`src/rtl/mem_access_unit.sv`:
```
`default_nettype none
// ============================================================================
// Module      : mem_access_unit
// Description : Load/store front-end for a word-wide data memory. Sub-word
//               stores use read-modify-write; loads are extracted/extended.
// Revision    : 1.0 - initial release
// ============================================================================
module mem_access_unit #(
    parameter int ADDR_W     = 9,
    parameter bit BIG_ENDIAN = 1'b0
) (
    input  logic              clk,
    input  logic              rst,
    input  logic              req_valid,
    input  logic              req_write,
    input  logic [1:0]        req_size,
    input  logic              req_unsigned,
    input  logic [31:0]       req_addr,
    input  logic [31:0]       req_wdata,
    output logic              stall,
    output logic [31:0]       load_data,
    output logic              load_valid,
    output logic              misaligned,
    output logic [ADDR_W-1:0] mem_addr,
    output logic [31:0]       mem_wdata,
    output logic              mem_we,
    output logic              mem_read,
    input  logic [31:0]       mem_rdata
);

    localparam logic [1:0] c_IDLE      = 2'd0;
    localparam logic [1:0] c_RMW_READ  = 2'd1;
    localparam logic [1:0] c_RMW_WRITE = 2'd2;

    localparam logic [1:0] c_SZ_BYTE = 2'b00;
    localparam logic [1:0] c_SZ_HALF = 2'b01;
    localparam logic [1:0] c_SZ_WORD = 2'b10;

    logic [1:0]        r_state;
    logic [ADDR_W-1:0] r_addr;
    logic [1:0]        r_off;
    logic [1:0]        r_size;
    logic [15:0]       r_data;
    logic [31:0]       r_merge;

    logic [ADDR_W-1:0] w_word_addr;
    logic              w_misaligned;
    logic [4:0]        w_req_shift;
    logic [4:0]        w_rmw_shift;
    logic [31:0]       w_lane;
    logic [31:0]       w_ext;
    logic [31:0]       w_rmw_mask;
    logic [31:0]       w_rmw_data;
    logic [31:0]       w_merged;
    logic              w_unused;

    // Bit position of the addressed lane inside the memory word.
    function automatic logic [4:0] f_lane_shift(input logic [1:0] size, input logic [1:0] off);
        logic [4:0] sh;
        sh = 5'd0;
        if (size == c_SZ_BYTE) begin
            sh = BIG_ENDIAN ? {~off, 3'b000} : {off, 3'b000};
        end else if (size == c_SZ_HALF) begin
            sh = BIG_ENDIAN ? {~off[1], 4'b0000} : {off[1], 4'b0000};
        end
        return sh;
    endfunction

    assign w_word_addr  = req_addr[ADDR_W+1:2];
    assign w_unused     = ^req_addr[31:ADDR_W+2];
    assign w_misaligned = (req_size == 2'b11)
                        | ((req_size == c_SZ_HALF) & req_addr[0])
                        | ((req_size == c_SZ_WORD) & (req_addr[1:0] != 2'b00));

    assign w_req_shift = f_lane_shift(req_size, req_addr[1:0]);
    assign w_lane      = mem_rdata >> w_req_shift;

    always_comb begin
        w_ext = mem_rdata;
        case (req_size)
            c_SZ_BYTE: w_ext = req_unsigned ? {24'h0, w_lane[7:0]}
                                            : {{24{w_lane[7]}}, w_lane[7:0]};
            c_SZ_HALF: w_ext = req_unsigned ? {16'h0, w_lane[15:0]}
                                            : {{16{w_lane[15]}}, w_lane[15:0]};
            default:   w_ext = mem_rdata;
        endcase
    end

    assign w_rmw_shift = f_lane_shift(r_size, r_off);
    assign w_rmw_mask  = ((r_size == c_SZ_BYTE) ? 32'h0000_00FF : 32'h0000_FFFF) << w_rmw_shift;
    assign w_rmw_data  = {16'h0, r_data} << w_rmw_shift;
    assign w_merged    = (mem_rdata & ~w_rmw_mask) | (w_rmw_data & w_rmw_mask);

    always_ff @(posedge clk or posedge rst) begin
        if (rst) begin
            r_state <= c_IDLE;
            r_addr  <= '0;
            r_off   <= 2'b00;
            r_size  <= 2'b00;
            r_data  <= 16'h0;
            r_merge <= 32'h0;
        end else begin
            case (r_state)
                c_IDLE: begin
                    if (req_valid && req_write && !w_misaligned && (req_size != c_SZ_WORD)) begin
                        r_addr  <= w_word_addr;
                        r_off   <= req_addr[1:0];
                        r_size  <= req_size;
                        r_data  <= req_wdata[15:0];
                        r_state <= c_RMW_READ;
                    end
                end
                c_RMW_READ: begin
                    r_merge <= w_merged;
                    r_state <= c_RMW_WRITE;
                end
                c_RMW_WRITE: r_state <= c_IDLE;
                default:     r_state <= c_IDLE;
            endcase
        end
    end

    // Outputs are held quiet for the whole time reset is asserted.
    always_comb begin
        stall      = 1'b0;
        load_data  = 32'h0;
        load_valid = 1'b0;
        misaligned = 1'b0;
        mem_addr   = '0;
        mem_wdata  = 32'h0;
        mem_we     = 1'b0;
        mem_read   = 1'b0;
        if (!rst) begin
            case (r_state)
                c_IDLE: begin
                    if (req_valid) begin
                        if (w_misaligned) begin
                            misaligned = 1'b1;
                        end else if (!req_write) begin
                            mem_read   = 1'b1;
                            mem_addr   = w_word_addr;
                            load_valid = 1'b1;
                            load_data  = w_ext;
                        end else if (req_size == c_SZ_WORD) begin
                            mem_we    = 1'b1;
                            mem_addr  = w_word_addr;
                            mem_wdata = req_wdata;
                        end else begin
                            stall = 1'b1;
                        end
                    end
                end
                c_RMW_READ: begin
                    stall    = 1'b1;
                    mem_read = 1'b1;
                    mem_addr = r_addr;
                end
                c_RMW_WRITE: begin
                    mem_we    = 1'b1;
                    mem_addr  = r_addr;
                    mem_wdata = r_merge;
                end
                default: ;
            endcase
        end
    end

endmodule
`default_nettype wire

```
`config.mk`:
```
export PLATFORM = sky130hd
export DESIGN_NAME = mem_access_unit
export DESIGN_NICKNAME = d
export VERILOG_FILES = /design/src/rtl/mem_access_unit.sv
export SDC_FILE = /design/constraint.sdc
export NUM_CORES = 1
export LEC_CHECK = 0
export ABC_CLOCK_PERIOD_IN_PS = 6900
export CORE_MARGIN = 2
export CORE_UTILIZATION = 47
export CTS_CLUSTER_DIAMETER = 200
export CTS_CLUSTER_SIZE = 30
export DETAILED_ROUTE_END_ITERATION = 16
export PLACE_DENSITY = 0.86
export SETUP_SLACK_MARGIN = 0.5
export SYNTH_ARGS = -nofsm -noshare
export SYNTH_HDL_FRONTEND = slang
export SYNTH_SLANG_ARGS = --single-unit
```
`constraint.sdc`:
```
create_clock -name clk -period 6.9 [get_ports clk]
set_input_delay 1.725 -clock clk [delete_from_list [all_inputs] [get_ports clk]]
set_output_delay 1.725 -clock clk [all_outputs]
set_load 0.1 [all_outputs]
```
Word level (Yosys, flattened, before mapping):

Index checks and enable logic that the tools add are counted.

* register bits after elaboration: 63
* output and inout port bits: 78
* logic and storage cells: 85

* equality and inequality tests: 8
* shift-type cells: 3
* multiplexer cells: 50
* bitwise logic cells: 8
* reductions and logical operators: 10

Operators with widths (number)
* two-way mux 32 bit: 12
* one-hot mux 32 bit (2 select lines): 2
* AND 32 bit: 2
* << shifter 16 x 5 -> 32 bit: 2
* two-way mux 9 bit: 5
* inverter 32 bit: 1
* bitwise OR 32 bit: 1
* right shift 32 x 5 -> 16 bit: 1
* two-way mux 1 bit: 20
* two-way mux 5 bit: 4
* one-hot mux 9 bit (2 select lines): 1
* two-way mux 16 bit: 1
* == test 2 x 1 -> 1 bit, second input constant: 3
* == test 2 bit, second input constant: 3
* zero test 2 bit: 3
* one-hot mux 1 bit (2 select lines): 3
* inequality test 2 bit, second input constant: 2
* one-hot mux 2 bit (2 select lines): 1
* logical AND 1 bit: 3
* AND 1 bit: 2
* two-way mux 2 bit: 1
* bitwise OR 1 bit: 2
* AND reduction 2 bit: 1
* nonzero test 2 bit: 1
* other kinds (2): 2

Depth between registers and ports, before layout:

* depth in word-level cells: 11
* mapped depth: 8
* gate-level depth less buffers: 7

Least setup slack after synthesis:

No wires, ideal clock.

* path type: input-to-output
* from: in req_size[0]
* to: out misaligned
* arrival: 4.906 ns
* data required time: 5.175 ns
* setup slack: 0.269 ns
* stages: 3
* cell sequence: buf_2 > a21oi_2 > nor4_1

* word-level cells in the longest chain between the ends: 8
* elaborated cells between the ends (all ways): 11
* those cells by class: 3 x eq/ne; 4 x mux; 4 x bitwise

Ends and longest elaborated chain
* from (decl): RTL line 16 `input logic [1:0] req_size,`
* == test 2 x 1 -> 1 bit: RTL line 72 `| ((req_size == c_SZ_HALF) & req_addr[0])`
* AND 1 bit: RTL line 72
* bitwise OR 1 bit: RTL line 72
* bitwise OR 1 bit (*): RTL line 73 `| ((req_size == c_SZ_WORD) & (req_addr[1:0] != 2'b00));`
* two-way mux 1 bit (*): RTL line 137 `if (w_misaligned) begin`
* two-way mux 1 bit (*): RTL line 136 `if (req_valid) begin`
* two-way mux 1 bit (*): RTL line 134 `case (r_state)`
* two-way mux 1 bit (*): RTL line 133 `if (!rst) begin`
* to (decl): RTL line 23 `output logic misaligned,`

Every way passes the cells marked *; elsewhere a longest branch is shown, timed or not.

Final worst setup path:

* from: in req_size[0]
* to: out load_data[31]

* word-level cells in the longest chain between the ends: 11
* elaborated cells between the ends (all ways): 19
* those cells by class: 3 x eq/ne; 1 x shift; 10 x mux; 4 x bitwise; 1 x reduce/logical

Ends and longest elaborated chain
* == test 2 x 1 -> 1 bit: RTL line 63, 72, 80
* two-way mux 5 bit: RTL line 63 `end else if (size == c_SZ_HALF) begin`
* two-way mux 5 bit: RTL line 61 `if (size == c_SZ_BYTE) begin`
* right shift 32 x 5 -> 16 bit: RTL line 76 `assign w_lane = mem_rdata >> w_req_shift;`
* two-way mux 32 bit (on tied branches): RTL line 83, 81
* one-hot mux 32 bit (2 select lines): RTL line 80 `case (req_size)`
* two-way mux 32 bit: RTL line 139 `end else if (!req_write) begin`
* two-way mux 32 bit (*): RTL line 137
* two-way mux 32 bit (*): RTL line 136
* two-way mux 32 bit (*): RTL line 134
* two-way mux 32 bit (*): RTL line 133
* to (decl): RTL line 21 `output logic [31:0] load_data,`

Marks and branches as above.

==> run summary <==
CTS placed an instance of clkbuf_8 at the clock tree root. The worst hold path terminates at r_merge[9]. Setup repair after global routing left no endpoint under its margin.

The actual slew at the worst max-slew pin is 1.214 ns. STA classifies the critical path endpoint as a primary output. The full die area is 9737 sq um. Port buffering added 159 buffers.

The startpoint identified for the worst register-to-register timing path is r_state[1]. Counting flops with a built-in enable in the synthesized netlist gives 0. The initial antenna violation count is 0.

In this run the standard cell core region covers 8721 sq um. The count of buffers added by post-CTS timing repair for setup came out at 0. The count of unresolved DRC violations after routing came out at 0. The combined global-route utilization of all metal layers is 0.2809. The most common flop cell mapped by yosys is dfrtp_1. The top-level I/O count came out at 181. The global-route wire length before repair is 21570 um. The flow ran to the end, and the final reports show no timing, DRC or antenna violations.

The critical hold path startpoint is r_merge[9]. Of the total power, combinational logic draws 0.582. In the final design database the tool counted 672 nets. The chip height came out at 98.68 um.

The arrival time at the worst endpoint is 4.46 ns. The clock-pin slew on the worst setup and hold paths came out at 0.07 ns. The TritonCTS clock tree is yes.

The power density of the placed cells came out at 386.7 nW/um^2. The total net switching power is 1.204 mW. Of the total power, the share spent switching nets is 0.4811.

For this run, the top clock speed supported by timing is 161.7 MHz. The number of register bits inferred by synthesis is 63. The number of antenna diodes is 0. The critical path goes through clkdlybuf4s50_1 > nor3_2 > o21ai_2 > inv_2 > o2111ai_2 > a2bb2oi_1 > buf_12. In the layout the commonest cells are clkdlybuf4s50_1 (81), dfrtp_1 (63), buf_12 (48). In this run, the number of DRC markers left after iteration 0 of detailed routing was 232. The clock power share is 0.143.

The number of warnings reported in the yosys synthesis log came out at 0. Subtracting the final worst setup slack from the clock period gives 6.183 ns. The congestion estimate from routability-driven global placement came to 0.9214.

The worst-case vdd ir drop is 0.3506 mV. The number of placed instances, taps included came out at 661. Compared with the post-synthesis result, the final layout area differs by 53.67%. The number of max-slew violations in the final report is 0.

Once the clock tree was built, the resizer swapped 0 gates to a different size. Counting instances, the worst hold path has a depth of 2. The sequential element share of the synthesized area came out at 0.3742.

In this run the worst path has a maximum fanout of 19. The total detailed-routing wirelength came out at 13690 um. The number of antenna-violating nets in the routed design came out at 0. A synthesized cell averages 9.959 sq um. The post-synthesis cell type count came out at 49. The clock net sink count is 63. No sink is reached through more buffers than the 2 on the longest clock path.

Across the routed clock network, the largest skew measured is 0.01159 ns. Yosys attributes the largest share of cell area to dfrtp_1 (37%), mux2_2 (10%), a22o_1 (8.9%). After the flow finishes, the layout carries non-filler instances totaling 677. The width of the die came out at 98.68 um.

The wire-length estimate of the detail-placed layout is 10090 um. The net count after synthesis came out at 531. The fraction of layout cells with a size suffix above 1 is 0.2935.

The count of endpoints failing setup in the final report is 0. The depth of the worst register-to-register path came out at 5. Of the post-synthesis cell area, the dominant cell type holds 0.3742. CTS built an H-tree with a depth of 3. Across the run, the number of max-cap violations was 0. The number of global-route vias before repair came out at 4192.

The worst setup path is of the in2out kind. The worst register-to-register path ends at r_merge[26]. The final count of hold timing violations came out at 0. The worst setup path is launched from an input port. The final critical-path share of the clock period is 0.8961. The gate count of the mapped netlist is 423. The biggest cell delay along the critical path came out at 0.75 ns. After global routing the overflow that remains totals 0.

The worst-case headroom to the max-slew limit came out at 0.1905. Data on the critical path is required at its endpoint by 5.18 ns. Entering global routing, the biggest net connects 64 pins. The slack of the worst reg-to-reg path is 4.12 ns. The sum of internal, switching and leakage power came out at 2.503 mW.

The via count came out at 4173. In this run, CTS created clock tree buffers numbering 9. The initial cell density of the core is 0.4831. The clock latency reported for the late side of the worst-skew pair came out at 0.36 ns. The internal power summed over all cells came out at 1.299 mW.

The fraction of registers with async set or reset after synthesis is 1.000. Among all stages on the critical path, the largest delay is contributed by clkdlybuf4s50_1. The floorplan has 34 rows. In this run the cell area of the synthesized design comes to 4213 sq um. Leaving out fill and tap cells, the most frequent cell in the layout is clkdlybuf4s50_1.

Buffers inserted to repair hold after CTS numbered 0. The final total negative setup slack came out at 0 ns. The min-delay analysis places its worst path in the category reg2reg. The top cell type by total area after synthesis is dfrtp_1. The post-detailed-route via-to-cell ratio is 6.164. The share of total power dissipated in sequential elements is 0.274. In this run the static leakage power is 2.771 nW. The number of iterations in the first detailed-routing pass is 5. After detailed routing, the average wire length per cell comes to 20.22 um.
critical path: cells and delay by family:
family	cells	cell delay (ns)
buffers and inverters	3	1.24
and+or+nand+nor	1	0.42
AOI/OAI and AO/OA	3	1.06
sequential cells by signal (all words and copies together), names as in the netlist:
name / count
r_addr: 9
r_data: 16
r_merge: 32
r_off: 2
r_size: 2
r_state: 2
per-layer routing:
layer  GRT usage  wire [um]
met1      0.3187       5040
met2      0.4982       7051
met3     0.07660       1101
met4      0.1170        497
met5           0          0
logic make-up after synthesis:
logic type,after synthesis,synth area share
AO/OA/AOI/OAI,143,0.2614
adder cells (fa/ha/maj),5,0.01485
buffers and inverters,46,0.04990
flip-flops,63,0.3742
multiplexers,77,0.1975
AND/OR/NAND/NOR,89,0.1022
worst max-delay path by stage:
| stage | from | endpoint | depth (start not counted) |
|---|---|---|---|
| global placement | req_size[0] | load_data[19] | 7 |
| floorplan | req_size[0] | load_data[7] | 6 |
| finish | req_size[0] | load_data[31] | 7 |
| global route | rst | load_data[31] | 7 |
| detailed placement | req_size[0] | load_data[31] | 7 |
| CTS | req_size[0] | load_data[31] | 7 |
power groups by stage:
stage          combinational (mW)  sequential (mW)  clock [mW]
6_report                     1.46            0.687       0.359
5_1_grt                      1.54            0.704       0.378
4_1_cts                      1.46            0.681       0.362
3_5_place_dp                 1.44            0.684           0
3_3_place_gp                 1.39            0.671           0
2_1_floorplan                1.06            0.636           0
per-stage QoR:
step | cell area (sq um) | setup slack (ns) | hold WS (ns) | utilization
global placement | 6250 | 0.7985 | 0.4744 | 0.7166
floorplan | 4219 | 0.5418 | 0.4502 | -
CTS | 6470 | 0.7487 | 0.5028 | 0.7419
global route | 6474 | 0.5006 | 0.5166 | 0.7423
finish | 6474 | 0.7169 | 0.5078 | 0.7423
detailed placement | 6250 | 0.7347 | 0.4841 | 0.7166
area by class of cell:
type	count	area (sq um)
fill	567	2247
clock buffer	9	123.9
sequential	63	1577
inverter	9	33.78
clock inverter	7	96.34
multi-input combinational	314	2451
tap	108	135.1
timing repair buffer	167	2057
synth_stat cells, drive strengths merged, types with 2 or more instances:
master and instances:
dfrtp 63, a22o 43, mux2 43, mux2i 34
nand2 33, nor2 32, o21ai 26, a21oi 20
buf 20, clkbuf 17, a2bb2oi 15, inv 9
o22a 7, a21boi 6, o221a 6, o22ai 6
ha 5, nor2b 5, nor3b 4, a22oi 3
nand2b 3, nor3 3, nand3 2, nor4 2
o211a 2, o211ai 2, o21bai 2
Power figures use the tool's default switching activity.
==> edit 1 (config.mk and constraints unchanged) <==
The parameter `BIG_ENDIAN` goes from 1'b0 to 1'b1.
--- a/src/rtl/mem_access_unit.sv
+++ b/src/rtl/mem_access_unit.sv
@@ -9,3 +9,3 @@
     parameter int ADDR_W     = 9,
-    parameter bit BIG_ENDIAN = 1'b0
+    parameter bit BIG_ENDIAN = 1'b1
 ) (
Formal check against the unedited RTL: not equivalent (Yosys sat finds a counterexample within 4 cycles, from zero or initial values and one cycle with rst high).
==> edit 1 against the unedited design <==
Global-route usage grew 4.0 points. Routed wire length grew 12%. First-iteration DRC count grew 8.2%. Clock skew grew 0.0039 ns. Maximum frequency grew 0.33%. Count of clock-buffer cells in the layout grew 4. Cell area grew 3.1%. Power shrank 9.7%. Sequential cell count is the same. Synthesized area is essentially flat. Hold slack gained 0.0021 ns. Non-clock buffer count grew 2. Setup slack gained 0.020 ns. Die area is essentially flat. Largest power group unchanged. Highest routed layer unchanged.
==> edit 1: results (changes against the unedited design) <==
placed_area_um2: 6455  # +3.3%
grtUsageTotal_pct: 32.05  # +4.0 points
drive_above_1_share_pct: 37.85  # +8.5 points
dp.cells: 632  # -4.4%
synth_top_area_share_pct: 37.39  # about the same
internal-power_w: 0.001264  # -2.7%
via_count: 4155  # -0.43%
drt_iter0_drc: 251  # +8.2%
nets: 642  # -4.5%
yosys-top-cells-count: "70 x mux2_2, 63 x dfrtp_1, 46 x a22o_1"
p_switching_w: 0.0009963  # -17%
cp_max_fo: 16  # -3
grt_pass1_wl_um: 24360  # +13%
synth_area_leaders: "dfrtp_1 37%, mux2_2 19%, a22o_1 9.6%, mux2i_1 7.4%, a2bb2oi_2 3.2%"
worstMarginPinSlew_ns: 1.111  # -0.1034 ns
synthCells: 389  # -8.0%
p_clk_w: 0.000353  # -2%
p_comb_share_pct: 53.6  # -4.6 points
grt_pass1_vias: 4319  # +3.0%
worstPathArrival_ns: 4.44  # -0.02 ns
synth_nets: 496  # -6.6%
ys_seq_area_share_pct: 37.39  # about the same
grt_start_max_net_pins: 55  # -14%
post_drt_wl_per_cell_um: 23.67  # +17%
power_leakage_nw: 2.798  # +0.99%
outcome: "finished, final reports clean"
yosysUniqueCellTypes: 45  # -8.2%
-- edit 1: changes by cell type after synthesis, moves of 7 or more --
cell	change
mux2_2	+31
clkbuf_1	+7
nand2_1	-25
o21ai_0	-19
a2bb2oi_2	+9
o22a_1	-7
a22oi_1	+7
a2bb2oi_1	-9
buf_2	-12
-- edit 1: final timing paths --
| path | start | to | slack (ns) | cells after the start |
|---|---|---|---|---|
| max | req_addr[0] | load_data[18] | 0.74 | 8 |
| min | r_addr[3] | r_addr[3] | 0.51 | 1 |
| max reg2reg | r_size[1] | r_merge[13] | 4.63 | 4 |
| min reg2reg | r_addr[3] | r_addr[3] | 0.51 | 1 |
| max in group asynchronous | rst | r_merge[3] | 4.18 | 3 |
| min in group asynchronous | rst | r_addr[6] | 1.75 | 2 |
-- edit 1: final cells by class --
cell class / instances / area (um2)
clock inverter: 2 / 37.54
inverter: 10 / 42.54
timing repair buffer: 169 / 2197
tap: 108 / 135.1
clock buffer: 13 / 178.9
fill: 525 / 2049
sequential: 63 / 1577
multi-input combinational: 282 / 2504
-- edit 1: kinds of logic (layout without fill, tap and decap cells) --
logic type | Yosys count | count (layout) | share of synthesized area, %
buffers and inverters | 44 | 194 | 4.659
DFF | 63 | 63 | 37.39
adders and majority gates | 4 | 4 | 1.187
and+or+nand+nor | 59 | 59 | 7.300
muxes | 102 | 102 | 26.32
AOI/OAI and AO/OA | 117 | 117 | 23.15
-- edit 1: critical path, delay by kind of cell --
family	cells	cell delay, ns
AO/OA/AOI/OAI	1	0.37
buffers and inverters	3	0.92
AND/OR/NAND/NOR	4	1.41
-- edit 1: per-layer routing --
layer	vias to the layer above	global-route usage [%]	part of all wire, %
li1	1778	-	-
met1	2057	42.15	40
met5	-	0	0
met2	266	50.13	47
met3	54	7.943	8.1
met4	0	14.65	4.4
==> edit 2 (same flow settings) <==
Made on the original files. Reset style: synchronous (`rst`), changed in one clocked block.
--- a/src/rtl/mem_access_unit.sv
+++ b/src/rtl/mem_access_unit.sv
@@ -93,3 +93,3 @@
 
-    always_ff @(posedge clk or posedge rst) begin
+    always_ff @(posedge clk) begin
         if (rst) begin
Formal check against the unedited RTL: no difference found for any inputs over 4 cycles, from zero or initial values and one cycle with rst high; that may be too few to reach the edited logic, so the function may still have changed.
==> edit 2 against the unedited design <==
Clock skew up 0.0012 ns. Global-route usage rose by 3.8 points. Register-to-register slack improved by 0.36 ns. Setup slack better by 0.24 ns. Routed wire length rose by 12%. Synthesized area fell by 3.9%. Sequential share of layout area is 5.1 points lower. Cell area rose by 1.1%. Critical path depth decreased by 1. Sequential cell count unchanged. Critical endpoint is now load_data[16].
Power is not compared: it rests on default switching activity, and its combinational part moved more than twofold at a synthesized area within 25%.
==> edit 2: results (changes against the unedited design) <==
outcome: "finished, final reports clean"
finClkSkew_ns: 0.01283  # +0.001243 ns
routedLengthMet1_um: 5604  # +11%
worstMarginPinSlew_ns: 1.327  # +0.1122 ns
post_drt_wl_per_cell_um: 19.46  # -3.8%
power.total_w: 0.0009286
grt_pass1_vias: 4949  # +18%
min-delay-start: "r_data[12]"
met2_usage_pct: 54.59  # +4.8 points
grt_start_max_net_pins: 50  # -22%
yosys-top-cells-count: "103 x nand2_1, 69 x nor2_1, 63 x dfxtp_1"
synth_area_leaders: "dfxtp_1 31%, nand2_1 9.5%, a22oi_1 7.6%, nor2_1 6.4%, a21oi_1 4.6%"
met3_length_um: 1395  # +27%
synth_nets: 656  # +24%
drive_above_1_share_pct: 19.56  # -9.8 points
dp.cells: 774  # +17%
drt_iter0_drc: 503  # +120%
crit_path_max_incr_delay_ns: 0.65  # -0.10 ns
crit_start: "req_addr[0]"
fin_cells: 790  # +17%
synth.avg_cell_area_um2: 7.391  # -26%
dr.pass1.iters: 9  # +4
rr_startpoint: "r_state[1]"
placed_area_um2: 6367  # +1.9%
synth_compound_area_share_pct: 30.43  # +4.3 points
[edit 2: where the power goes]
group	leakage, nW	internal, W	switching (W)
logic	1.82	0.0000997	0.000147
clock network	0.0853	0.000140	0.000156
registers	0.511	0.000377	0.00000988
total	2.42	0.000616	0.000313
[edit 2: final cells by class]
type / instances / area [um2]
multi-input cells: 418 / 2502
repair buffers: 168 / 2397
fillers: 522 / 1757
flip-flops and latches: 63 / 1261
clock buffers: 11 / 141.4
well taps: 105 / 131.4
inverters: 20 / 75.07
clock inverters: 5 / 33.78
[edit 2: final timing paths]
check        cells past startpoint             to  slack [ns]
max                              6  load_data[16]        0.96
min                              2     r_data[12]        0.46
max reg2reg                      7    r_merge[10]        4.48
min reg2reg                      2     r_data[12]        0.46
[edit 2: tightest hold or removal path, delay by kind of cell, from the launching register on]
kind,cells,cell delay [ns]
DFF,1,0.31
AOI/OAI and AO/OA,1,0.05
and+or+nand+nor,1,0.05
